$ cat config.mk
export PLATFORM = sky130hd
export DESIGN_NAME = fetch_unit
export DESIGN_NICKNAME = d
export VERILOG_FILES = /design/src/rtl/fetch_unit.sv
export SDC_FILE = /design/constraint.sdc
export NUM_CORES = 1
export LEC_CHECK = 0
export ABC_AREA = 1
export CAP_MARGIN = 10
export CORE_ASPECT_RATIO = 1.2
export CORE_MARGIN = 4
export CORE_UTILIZATION = 35
export DETAILED_ROUTE_END_ITERATION = 12
export HOLD_SLACK_MARGIN = 0.02
export SYNTH_ARGS = -nofsm -noshare
export SYNTH_HDL_FRONTEND = slang
export SYNTH_SLANG_ARGS = --single-unit
$ cat constraint.sdc
create_clock -name clk -period 2.4 [get_ports clk]
set_input_delay 0.36 -clock clk [delete_from_list [all_inputs] [get_ports clk]]
set_output_delay 0.36 -clock clk [all_outputs]
set_load 0.02 [all_outputs]
$ cat src/rtl/fetch_unit.sv
// Instruction fetch sequencer between the program counter and the sync ROM.
// Emits 1-byte ALU instructions; resolves 2-byte JMP/JZ by reloading the PC.
module fetch_unit #(
   parameter int         ADDR_W = 12,
   parameter logic [3:0] JMP_OP = 4'hF,
   parameter logic [3:0] JZ_OP  = 4'hE
) (
   input  logic              clk,
   input  logic              reset,
   input  logic              run,
   input  logic [ADDR_W-1:0] pc_value,
   output logic              pc_en,
   output logic              pc_load,
   output logic [ADDR_W-1:0] pc_load_data,
   output logic [ADDR_W-1:0] rom_addr,
   input  logic [7:0]        rom_data,
   input  logic              zero_flag,
   output logic              instr_valid,
   input  logic              instr_ready,
   output logic [3:0]        instr_opcode,
   output logic [3:0]        instr_operand,
   output logic [ADDR_W-1:0] instr_pc,
   output logic              jump_taken
);

   typedef enum logic [2:0] {
      S_IDLE,
      S_FETCH,
      S_CAPT,
      S_OUT,
      S_FETCH2,
      S_CAPT2,
      S_REDIR
   } state_t;

   state_t            r_state;
   state_t            w_next;
   logic [ADDR_W-1:0] r_addr;
   logic [ADDR_W-1:0] r_instr_pc;
   logic [ADDR_W-1:0] r_target;
   logic [7:0]        r_byte;
   logic [3:0]        r_hi;
   logic              r_jz;
   logic              w_is_jmp;
   logic              w_is_jz;
   logic              w_take;

   assign w_is_jmp = (rom_data[7:4] == JMP_OP);
   assign w_is_jz  = (rom_data[7:4] == JZ_OP);
   assign w_take   = !r_jz || zero_flag;

   always_ff @(posedge clk or posedge reset) begin
      if (reset) begin
         r_state <= S_IDLE;
      end else begin
         r_state <= w_next;
      end
   end

   always_comb begin
      w_next      = r_state;
      pc_en       = 1'b0;
      pc_load     = 1'b0;
      jump_taken  = 1'b0;
      instr_valid = 1'b0;
      unique case (r_state)
         S_IDLE: begin
            if (run) w_next = S_FETCH;
         end
         S_FETCH: begin
            pc_en = run;
            if (run) w_next = S_CAPT;
         end
         S_CAPT: begin
            if (w_is_jmp || w_is_jz) w_next = S_FETCH2;
            else                     w_next = S_OUT;
         end
         S_OUT: begin
            instr_valid = 1'b1;
            if (instr_ready) w_next = S_FETCH;
         end
         S_FETCH2: begin
            // second byte is fetched regardless of run
            pc_en  = 1'b1;
            w_next = S_CAPT2;
         end
         S_CAPT2: begin
            if (w_take) w_next = S_REDIR;
            else        w_next = S_FETCH;
         end
         S_REDIR: begin
            pc_load    = 1'b1;
            jump_taken = 1'b1;
            w_next     = S_FETCH;
         end
         default: w_next = S_IDLE;
      endcase
   end

   always_ff @(posedge clk or posedge reset) begin
      if (reset) begin
         r_addr     <= '0;
         r_instr_pc <= '0;
         r_target   <= '0;
         r_byte     <= '0;
         r_hi       <= '0;
         r_jz       <= 1'b0;
      end else begin
         if (r_state == S_FETCH) begin
            r_addr <= pc_value;
         end
         if (r_state == S_CAPT) begin
            if (w_is_jmp || w_is_jz) begin
               r_hi <= rom_data[3:0];
               r_jz <= w_is_jz;
            end else begin
               r_byte     <= rom_data;
               r_instr_pc <= r_addr;
            end
         end
         // target only changes when a redirect will actually follow
         if (r_state == S_CAPT2 && w_take) begin
            r_target <= ADDR_W'({r_hi, rom_data});
         end
      end
   end

   assign rom_addr      = pc_value;
   assign pc_load_data  = r_target;
   assign instr_opcode  = r_byte[7:4];
   assign instr_operand = r_byte[3:0];
   assign instr_pc      = r_instr_pc;

endmodule

==> flow_summary.json, run 1 <==
{
  "layout_setup_ws_ns": 0.1864,
  "finalCriticalPeriod_ns": 2.214,
  "via_per_inst": 4.437,
  "power.density_nw_per_um2": 1287,
  "synth_area_per_cell_um2": 8.924,
  "ios": 73,
  "worst_skew_pair.late_latency_ns": 0.30,
  "use_met3": 0.02647,
  "fmax_ghz": 0.4518,
  "fp-row-count": 31,
  "ys.warnings.count": 0,
  "port-buffer-count": 72,
  "cts_htree_levels": 2,
  "numCtsBuffers": 5,
  "grtUsageMet1": 0.1668,
  "hold_path.class": "input port to asynchronous set/reset pin",
  "rsz0062_at_grt": "no",
  "fin_crit_sh": 0.9223,
  "worstSetupStartpointType": "register",
  "first_iter_violations": 78,
  "post-place-ws_ns": 0.3951,
  "cts_resized": 0,
  "drc": 0,
  "ant_nets": 0,
  "cts_root_buf": "clkbuf_8",
  "syn_nets": 275,
  "final_common_cell": "nand2_1",
  "grt_usage": 0.1336,
  "drive_gt1_frac": 0.07692,
  "dieArea_um2": 7720,
  "max_cap_violations": 0,
  "syn_inst": 250,
  "die_w_um": 80.88,
  "cts_hold_buf": 0,
  "relSlewSlack": 0.6664,
  "leakage_nw": 1.479,
  "grt_overflow_total": 0,
  "initial_core_util": 0.3640,
  "num_vias": 1748,
  "routed_wl_um": 4822,
  "use_met2": 0.2267,
  "seq_area_frac_synth": 0.5833,
  "synth-seq-cells": 52,
  "clockBufferDepth": 2,
  "finalSetupViolCount": 0,
  "netlist_area_um2": 2231,
  "final-max-slew-violation-count": 0,
  "grt_pass1_wl_um": 8017,
  "firstDrtPassIters": 4,
  "irDropWorstVdd_uv": 811.0,
  "gp_congestion": 0.7334,
  "synth_cell_types": 17,
  "cp_data_required_time_ns": 2.04,
  "dp_hpwl_um": 3554,
  "cts_tree": "done",
  "final_cell_mix": "nand2_1 (87), clkdlybuf4s50_1 (72), dfrtp_1 (52)",
  "worstSetupPathType": "register to output port",
  "fin_setup_tns_ns": 0,
  "cts.reportedPaths.clkPinSlew_ns": 0.09,
  "die_y_um": 95.46,
  "outcome": "completed",
  "core_area_um2": 6128,
  "layout.nets": 336,
  "grt-busiest-layer": "met2",
  "arrival_ns": 1.85,
  "worst_clock_skew_ns": 0.01057,
  "clock_sinks": 52,
  "critPathMaxFanout": 13,
  "wire_per_inst_um": 12.24,
  "first_global_vias": 1741,
  "grt_start_max_net_pins": 53,
  "insertedDiodeCount": 0,
  "syn2layout_area_growth_pct": 36.68,
  "end_kind": "output port",
  "cts_setup_buffers": 0,
  "tightest_slew_ns": 0.4999,
  "grt_antenna_before_repair": 0,
  "hold_viol": 0
}
## critical path, cell delays in order, from the launching register on
cell	delay, ns
dfrtp_1	0.61
nand2_1	0.12
o21ai_0	0.18
clkdlybuf4s50_1	0.63
## through the flow
| stage | util | area, µm² | std cells | hold WS [ns] | total power [mW] |
|---|---|---|---|---|---|
| global route | 0.4976 | 3049 | 394 | 0.4250 | 4.242 |
| global placement | 0.4800 | 2942 | 386 | 0.4569 | 3.350 |
| CTS | 0.4976 | 3049 | 394 | 0.4208 | 3.984 |
| finish | 0.4976 | 3049 | 394 | 0.4099 | 3.925 |
| detailed placement | 0.4800 | 2942 | 386 | 0.4613 | 3.394 |
| floorplan | - | 2231 | 250 | 0.4411 | 2.612 |
## final timing paths
kind | to | cells past startpoint | slack (ns) | from
max | pc_en | 3 | 0.19 | r_state[0]
min | instr_pc[7] | 3 | 0.41 | reset
max reg2reg | r_state[1] | 7 | 0.61 | r_state[0]
min reg2reg | instr_pc[7] | 2 | 0.48 | instr_pc[7]
min in group clk | instr_pc[7] | 2 | 0.48 | instr_pc[7]
max in group asynchronous | r_addr[10] | 3 | 1.76 | reset
## synthesized netlist by cell type
library cell,number,area share
nand2_1,87,0.15
dfrtp_1,52,0.58
nand3_1,28,0.063
o21ai_1,21,0.047
inv_1,20,0.034
buf_4,15,0.050
nor2_1,5,0.0084
o21ai_2,5,0.020
buf_2,4,0.0090
buf_6,3,0.015
clkbuf_1,3,0.0050
nor2_2,2,0.0056
a21oi_1,1,0.0022
inv_2,1,0.0017
nand3_2,1,0.0045
o21ai_0,1,0.0022
or2_1,1,0.0028
## logic make-up after synthesis
logic type / count (synthesis) / share of synthesized area
buffers and inverters: 46 / 0.1150
AO/OA/AOI/OAI: 28 / 0.07122
AND/OR/NAND/NOR: 124 / 0.2305
flip-flops: 52 / 0.5833
## sequential cells by signal, summed over array words and instances (netlist names)
name	flops
r_hi	4
r_state	3
instr_pc	12
pc_load_data	12
r_jz	1
r_addr	12
r_byte	8
## metal layers
| metal | vias up | part of all wire |
|---|---|---|
| li1 | 897 | - |
| met5 | - | 0 |
| met2 | 42 | 0.48 |
| met3 | 5 | 0.048 |
| met4 | 0 | 0.017 |
| met1 | 804 | 0.45 |
## final cells by class
cell class,instances,area (µm²)
inverter,21,78.83
tap,82,102.6
timing repair buffer,79,785.8
multi-input combinational,152,673.1
sequential,52,1301
clock buffer,6,72.57
fill,634,3079
clock inverter,2,35.03
## where the power goes
group | switching (mW) | total (mW) | internal [mW]
registers | 0.257 | 1.54 | 1.28
logic | 0.991 | 1.80 | 0.813
clock network | 0.273 | 0.582 | 0.310
total | 1.52 | 3.92 | 2.40
No activity file was read; power rests on OpenSTA's default activity.
==> run 2, diff against run 1 <==
--- a/config.mk
+++ b/config.mk
@@ -7,7 +7,7 @@
 export LEC_CHECK = 0
 export ABC_AREA = 1
 export CAP_MARGIN = 10
-export CORE_ASPECT_RATIO = 1.2
+export CORE_ASPECT_RATIO = 1.25
 export CORE_MARGIN = 4
 export CORE_UTILIZATION = 35
 export DETAILED_ROUTE_END_ITERATION = 12
==> run 2 against run 1 <==
Compared with the run above:
- register-to-register slack better by 0.19 ns
- final area is 0.66% higher
- die area hardly changed
- clock skew is 0.0068 ns lower
- sequential power hardly changed
- non-clock buffer count is 2 higher
==> flow_summary.json, run 2 (synthesis gave the netlist of run 1 again) <==
{
  "stdcell_count": 399,
  "grt_antenna_before_repair": 0,
  "slowest_delay_ns": 0.63,
  "grt_overflow_total": 0,
  "n_fill_cell": 635,
  "cts.reportedPaths.clkPinSlew_ns": 0.09,
  "initial_core_util": 0.3618,
  "final_util": 0.4978,
  "finalSetupViolCount": 0,
  "routed_wl_um": 4875,
  "via_per_inst": 4.439,
  "insertedDiodeCount": 0,
  "irDropWorstVdd_uv": 535.3,
  "first_iter_violations": 86,
  "cts_tree": "done",
  "wire_per_inst_um": 12.22,
  "final-max-slew-violation-count": 0,
  "numCtsBuffers": 5,
  "cp.depth": 3,
  "finalCriticalPeriod_ns": 2.135,
  "core_area_um2": 6166,
  "final_cell_mix": "nand2_1 (87), clkdlybuf4s50_1 (72), dfrtp_1 (52)",
  "final_common_cell": "nand2_1",
  "clock_sinks": 52,
  "die_w_um": 79.41,
  "drive_gt1_frac": 0.08599,
  "fp-row-count": 32,
  "ant_nets": 0,
  "crit_slowest_cell": "clkdlybuf4s50_1",
  "dp_hpwl_um": 3534,
  "dieArea_um2": 7723,
  "worstSetupPathType": "register to output port",
  "cts_resized": 0,
  "firstDrtPassIters": 4,
  "hold_path.class": "input port to asynchronous set/reset pin",
  "die_y_um": 97.26,
  "cts_htree_levels": 2,
  "reg2regPathDepth": 8,
  "critPathMaxFanout": 9,
  "grt_start_max_net_pins": 28,
  "grt_usage": 0.1409,
  "relSlewSlack": 0.6612,
  "syn2layout_area_growth_pct": 37.58,
  "arrival_ns": 1.77,
  "crit_chain": "nand2_1, o21ai_0, clkdlybuf4s50_1",
  "crit_family": "buffers and inverters",
  "num_vias": 1771,
  "port-buffer-count": 72,
  "clockBufferDepth": 2,
  "cts_hold_buf": 0,
  "leakage_nw": 1.490,
  "end_kind": "output port",
  "power.density_nw_per_um2": 1298,
  "dpl.cell_count": 391,
  "rsz0062_at_grt": "no",
  "first_global_vias": 1876,
  "worstSetupStartpointType": "register",
  "cp_data_required_time_ns": 2.04,
  "worst_skew_pair.late_latency_ns": 0.30,
  "fin_crit_sh": 0.8896,
  "layout.nets": 338,
  "cts_root_buf": "clkbuf_8",
  "ios": 73,
  "worst_clock_skew_ns": 0.003812,
  "fin_setup_tns_ns": 0,
  "cts_setup_buffers": 0,
  "drc": 0,
  "path_buf_inv": 1,
  "hold_viol": 0,
  "gp_congestion": 0.7189,
  "grt_pass1_wl_um": 8721,
  "outcome": "completed",
  "fmax_ghz": 0.4684,
  "tightest_slew_ns": 0.5077,
  "max_cap_violations": 0
}
run 2: changes by cell type in the layout (fill, tap and decap cells not counted):
cell      before  now
buf_12         1    0
buf_4          6    9
clkinv_2       1    0
clkbuf_8       5    6
clkinv_4       0    1
clkbuf_1       1    0
run 2: cell type report:
cell class / instances / area [µm²] / area share
timing repair buffer: 81 / 788.3 / 0.2568
clock inverter: 2 / 38.79 / 0.01264
clock buffer: 6 / 82.58 / 0.02691
inverter: 21 / 78.83 / 0.02568
sequential: 52 / 1301 / 0.4240
multi-input combinational: 152 / 673.1 / 0.2193
tap: 85 / 106.4 / 0.03465
run 2: metrics by stage:
step	instance area (µm²)	setup slack, ns	hold WS [ns]	total power, mW
after global routing	3069	0.1426	0.4714	4.324
after detailed placement	2948	0.4036	0.4592	3.403
after floorplan	2231	0.7674	0.4411	2.612
after global placement	2948	0.4230	0.4538	3.360
final	3069	0.2650	0.4430	3.983
after CTS	3069	0.2329	0.4570	4.040
run 2: power by group:
part | switching (mW) | internal, mW | leakage (nW) | total [mW]
clock network | 0.286 | 0.341 | 0.0614 | 0.627
logic | 1.01 | 0.820 | 0.770 | 1.83
registers | 0.248 | 1.28 | 0.659 | 1.53
run 2: worst reg2reg max path: cells and delay by family (launching register included):
kind	cells	cell delay [ns]
compound gates	1	0.06
buf+inv	3	0.57
flops	1	0.43
simple gates	4	0.45
run 2: path summary, 6_finish.rpt:
| kind | to | startpoint | slack (ns) |
|---|---|---|---|
| min | instr_pc[2] | reset | 0.44 |
| min reg2reg | instr_pc[9] | instr_pc[9] | 0.47 |
| max | pc_en | r_state[0] | 0.27 |
| max reg2reg | r_byte[3] | r_state[2] | 0.80 |
| max in group asynchronous | r_state[1] | reset | 1.69 |
| min in group clk | instr_pc[9] | instr_pc[9] | 0.47 |
run 2: metal layers:
metal  routed length (µm)  GRT usage  up-vias
met4                   76    0.05159        0
met5                    0          0        -
li1                     -          -      895
met2                 2320     0.2211       54
met1                 2234     0.1900      815
met3                  244    0.03061        7
==> run 3, diff against run 2 <==
--- a/config.mk
+++ b/config.mk
@@ -6,11 +6,12 @@
 export NUM_CORES = 1
 export LEC_CHECK = 0
 export ABC_AREA = 1
-export CAP_MARGIN = 10
+export CAP_MARGIN = 20
 export CORE_ASPECT_RATIO = 1.25
 export CORE_MARGIN = 4
 export CORE_UTILIZATION = 35
 export DETAILED_ROUTE_END_ITERATION = 12
+export DONT_BUFFER_PORTS = 1
 export HOLD_SLACK_MARGIN = 0.02
 export SYNTH_ARGS = -nofsm -noshare
 export SYNTH_HDL_FRONTEND = slang
==> run 3 against run 2 <==
Compared with the run above:
- largest cell class unchanged
- sequential share of layout area increased by 13 points
- flip-flop and latch count unchanged
- die area unchanged
- critical endpoint unchanged
- non-clock buffer count decreased by 71
- hold slack got worse by 0.32 ns
- first-iteration DRC count decreased by 40%
- utilization decreased by 12 points
- final area decreased by 24%
==> flow_summary.json, run 3 (synthesis gave the netlist of run 1 again) <==
{
  "fin_setup_tns_ns": 0,
  "p_comb_frac": 0.276,
  "num_vias": 1503,
  "die_y_um": 97.26,
  "worstSetupStartpointType": "register",
  "via_per_inst": 4.582,
  "cts_tree": "done",
  "wire_per_inst_um": 13.47,
  "insertedDiodeCount": 0,
  "cts_setup_buffers": 0,
  "critPathMaxFanout": 13,
  "cts.reportedPaths.clkPinSlew_ns": 0.09,
  "ant_nets": 0,
  "post-place-ws_ns": 0.7425,
  "hold_path.class": "input port to register",
  "p_clk_frac": 0.161,
  "dieArea_um2": 7723,
  "fin_crit_sh": 0.7814,
  "seqPwrFrac": 0.562,
  "leakage_nw": 1.215,
  "grt_antenna_before_repair": 0,
  "port-buffer-count": 0,
  "first_global_vias": 1547,
  "power.switching_mw": 1.454,
  "dp_hpwl_um": 3210,
  "routed_wl_um": 4419,
  "intPower_mw": 1.874,
  "final-max-slew-violation-count": 0,
  "drc": 0,
  "tightest_slew_ns": 0.5274,
  "relSlewSlack": 0.6480,
  "grt_start_max_net_pins": 31,
  "firstDrtPassIters": 4,
  "worst_skew_pair.late_latency_ns": 0.30,
  "power.density_nw_per_um2": 1424,
  "hold_slack_ns": 0.1277,
  "end_kind": "output port",
  "grt_overflow_total": 0,
  "core_area_um2": 6166,
  "syn2layout_area_growth_pct": 4.767,
  "n_fill_cell": 649,
  "hold_viol": 0,
  "layout_setup_ws_ns": 0.5247,
  "cp_data_required_time_ns": 2.04,
  "crit_path_frequent_cell": "buf_4",
  "cts_htree_levels": 2,
  "fmax_ghz": 0.5333,
  "worst_clock_skew_ns": 0.007148,
  "fp-row-count": 32,
  "arrival_ns": 1.52,
  "netSwitchingFraction": 0.4370,
  "first_iter_violations": 52,
  "power_mw": 3.328,
  "outcome": "completed",
  "die_w_um": 79.41,
  "grt_usage": 0.1250,
  "finalCriticalPeriod_ns": 1.875,
  "initial_core_util": 0.3618,
  "clockBufferDepth": 2,
  "layout.nets": 267,
  "numCtsBuffers": 5,
  "gp_congestion": 0.7960,
  "drive_gt1_frac": 0.1111,
  "reg2regPathDepth": 7,
  "hold_depth": 1,
  "worstSetupPathType": "register to output port",
  "slowest_delay_ns": 0.45,
  "crit_slowest_cell": "dfrtp_1",
  "irDropWorstVdd_uv": 444.4,
  "final_common_cell": "nand2_1",
  "max_cap_violations": 0,
  "crit_chain": "nor2_1, buf_4, nand2_1, o21ai_0, buf_4",
  "rsz0062_at_grt": "no",
  "cts_root_buf": "clkbuf_8",
  "ios": 73,
  "placed_area_um2": 2227,
  "stdcell_area_um2": 2337,
  "final_cell_mix": "nand2_1 (87), dfrtp_1 (52), nand3_1 (28)",
  "grt_pass1_wl_um": 7631,
  "finalSetupViolCount": 0,
  "clock_sinks": 52
}
==> run 3: through the flow <==
stage,util,std cells
after detailed placement,0.3612,319
after CTS,0.3791,328
after floorplan,-,250
after global placement,0.3612,319
after global routing,0.3791,328
final,0.3791,328
==> run 3: power groups by stage <==
stage	logic, mW	registers, mW	clock network, mW
6_report	0.920	1.87	0.537
5_1_grt	1.11	1.93	0.599
4_1_cts	0.949	1.88	0.567
3_5_place_dp	0.946	1.90	0
3_3_place_gp	0.920	1.89	0
2_1_floorplan	0.824	1.79	0
==> run 3: worst max-delay path: cells and delay by family, from the launching register on <==
family          cells  cell delay [ns]
flops               1             0.45
buf+inv             2             0.37
simple gates        2             0.21
compound gates      1             0.19
==> run 3: final cells by class <==
class                      count  area, µm²  area share
clock buffer                   6      82.58     0.03533
sequential                    52       1301      0.5567
clock inverter                 2      17.52    0.007495
tap                           85      106.4     0.04550
inverter                      21      78.83     0.03373
multi-input combinational    152      673.1      0.2880
timing repair buffer          10      77.57     0.03319
==> run 3: worst paths after layout <==
path | from | endpoint | slack, ns
max in group asynchronous | reset | instr_pc[9] | 1.12
min in group asynchronous | reset | pc_load_data[5] | 0.52
hold / removal | rom_data[4] | r_jz | 0.13
setup reg to reg | r_state[0] | r_state[1] | 0.76
hold reg to reg | r_addr[5] | r_addr[5] | 0.48
setup / recovery | r_state[1] | pc_en | 0.52
==> run 3: routing by layer <==
| layer | up-vias | wire (µm) | track usage |
|---|---|---|---|
| met3 | 2 | 330 | 0.04453 |
| met4 | 0 | 31 | 0.03968 |
| met5 | - | 0 | 0 |
| met1 | 695 | 1916 | 0.1498 |
| li1 | 757 | - | - |
| met2 | 49 | 2141 | 0.2075 |
==> run 3: timing repair <==
item                                   in CTS  in global routing
endpoints found under the hold margin      22                  0
resized for setup                           0                  0
hold buffers                                1                  0
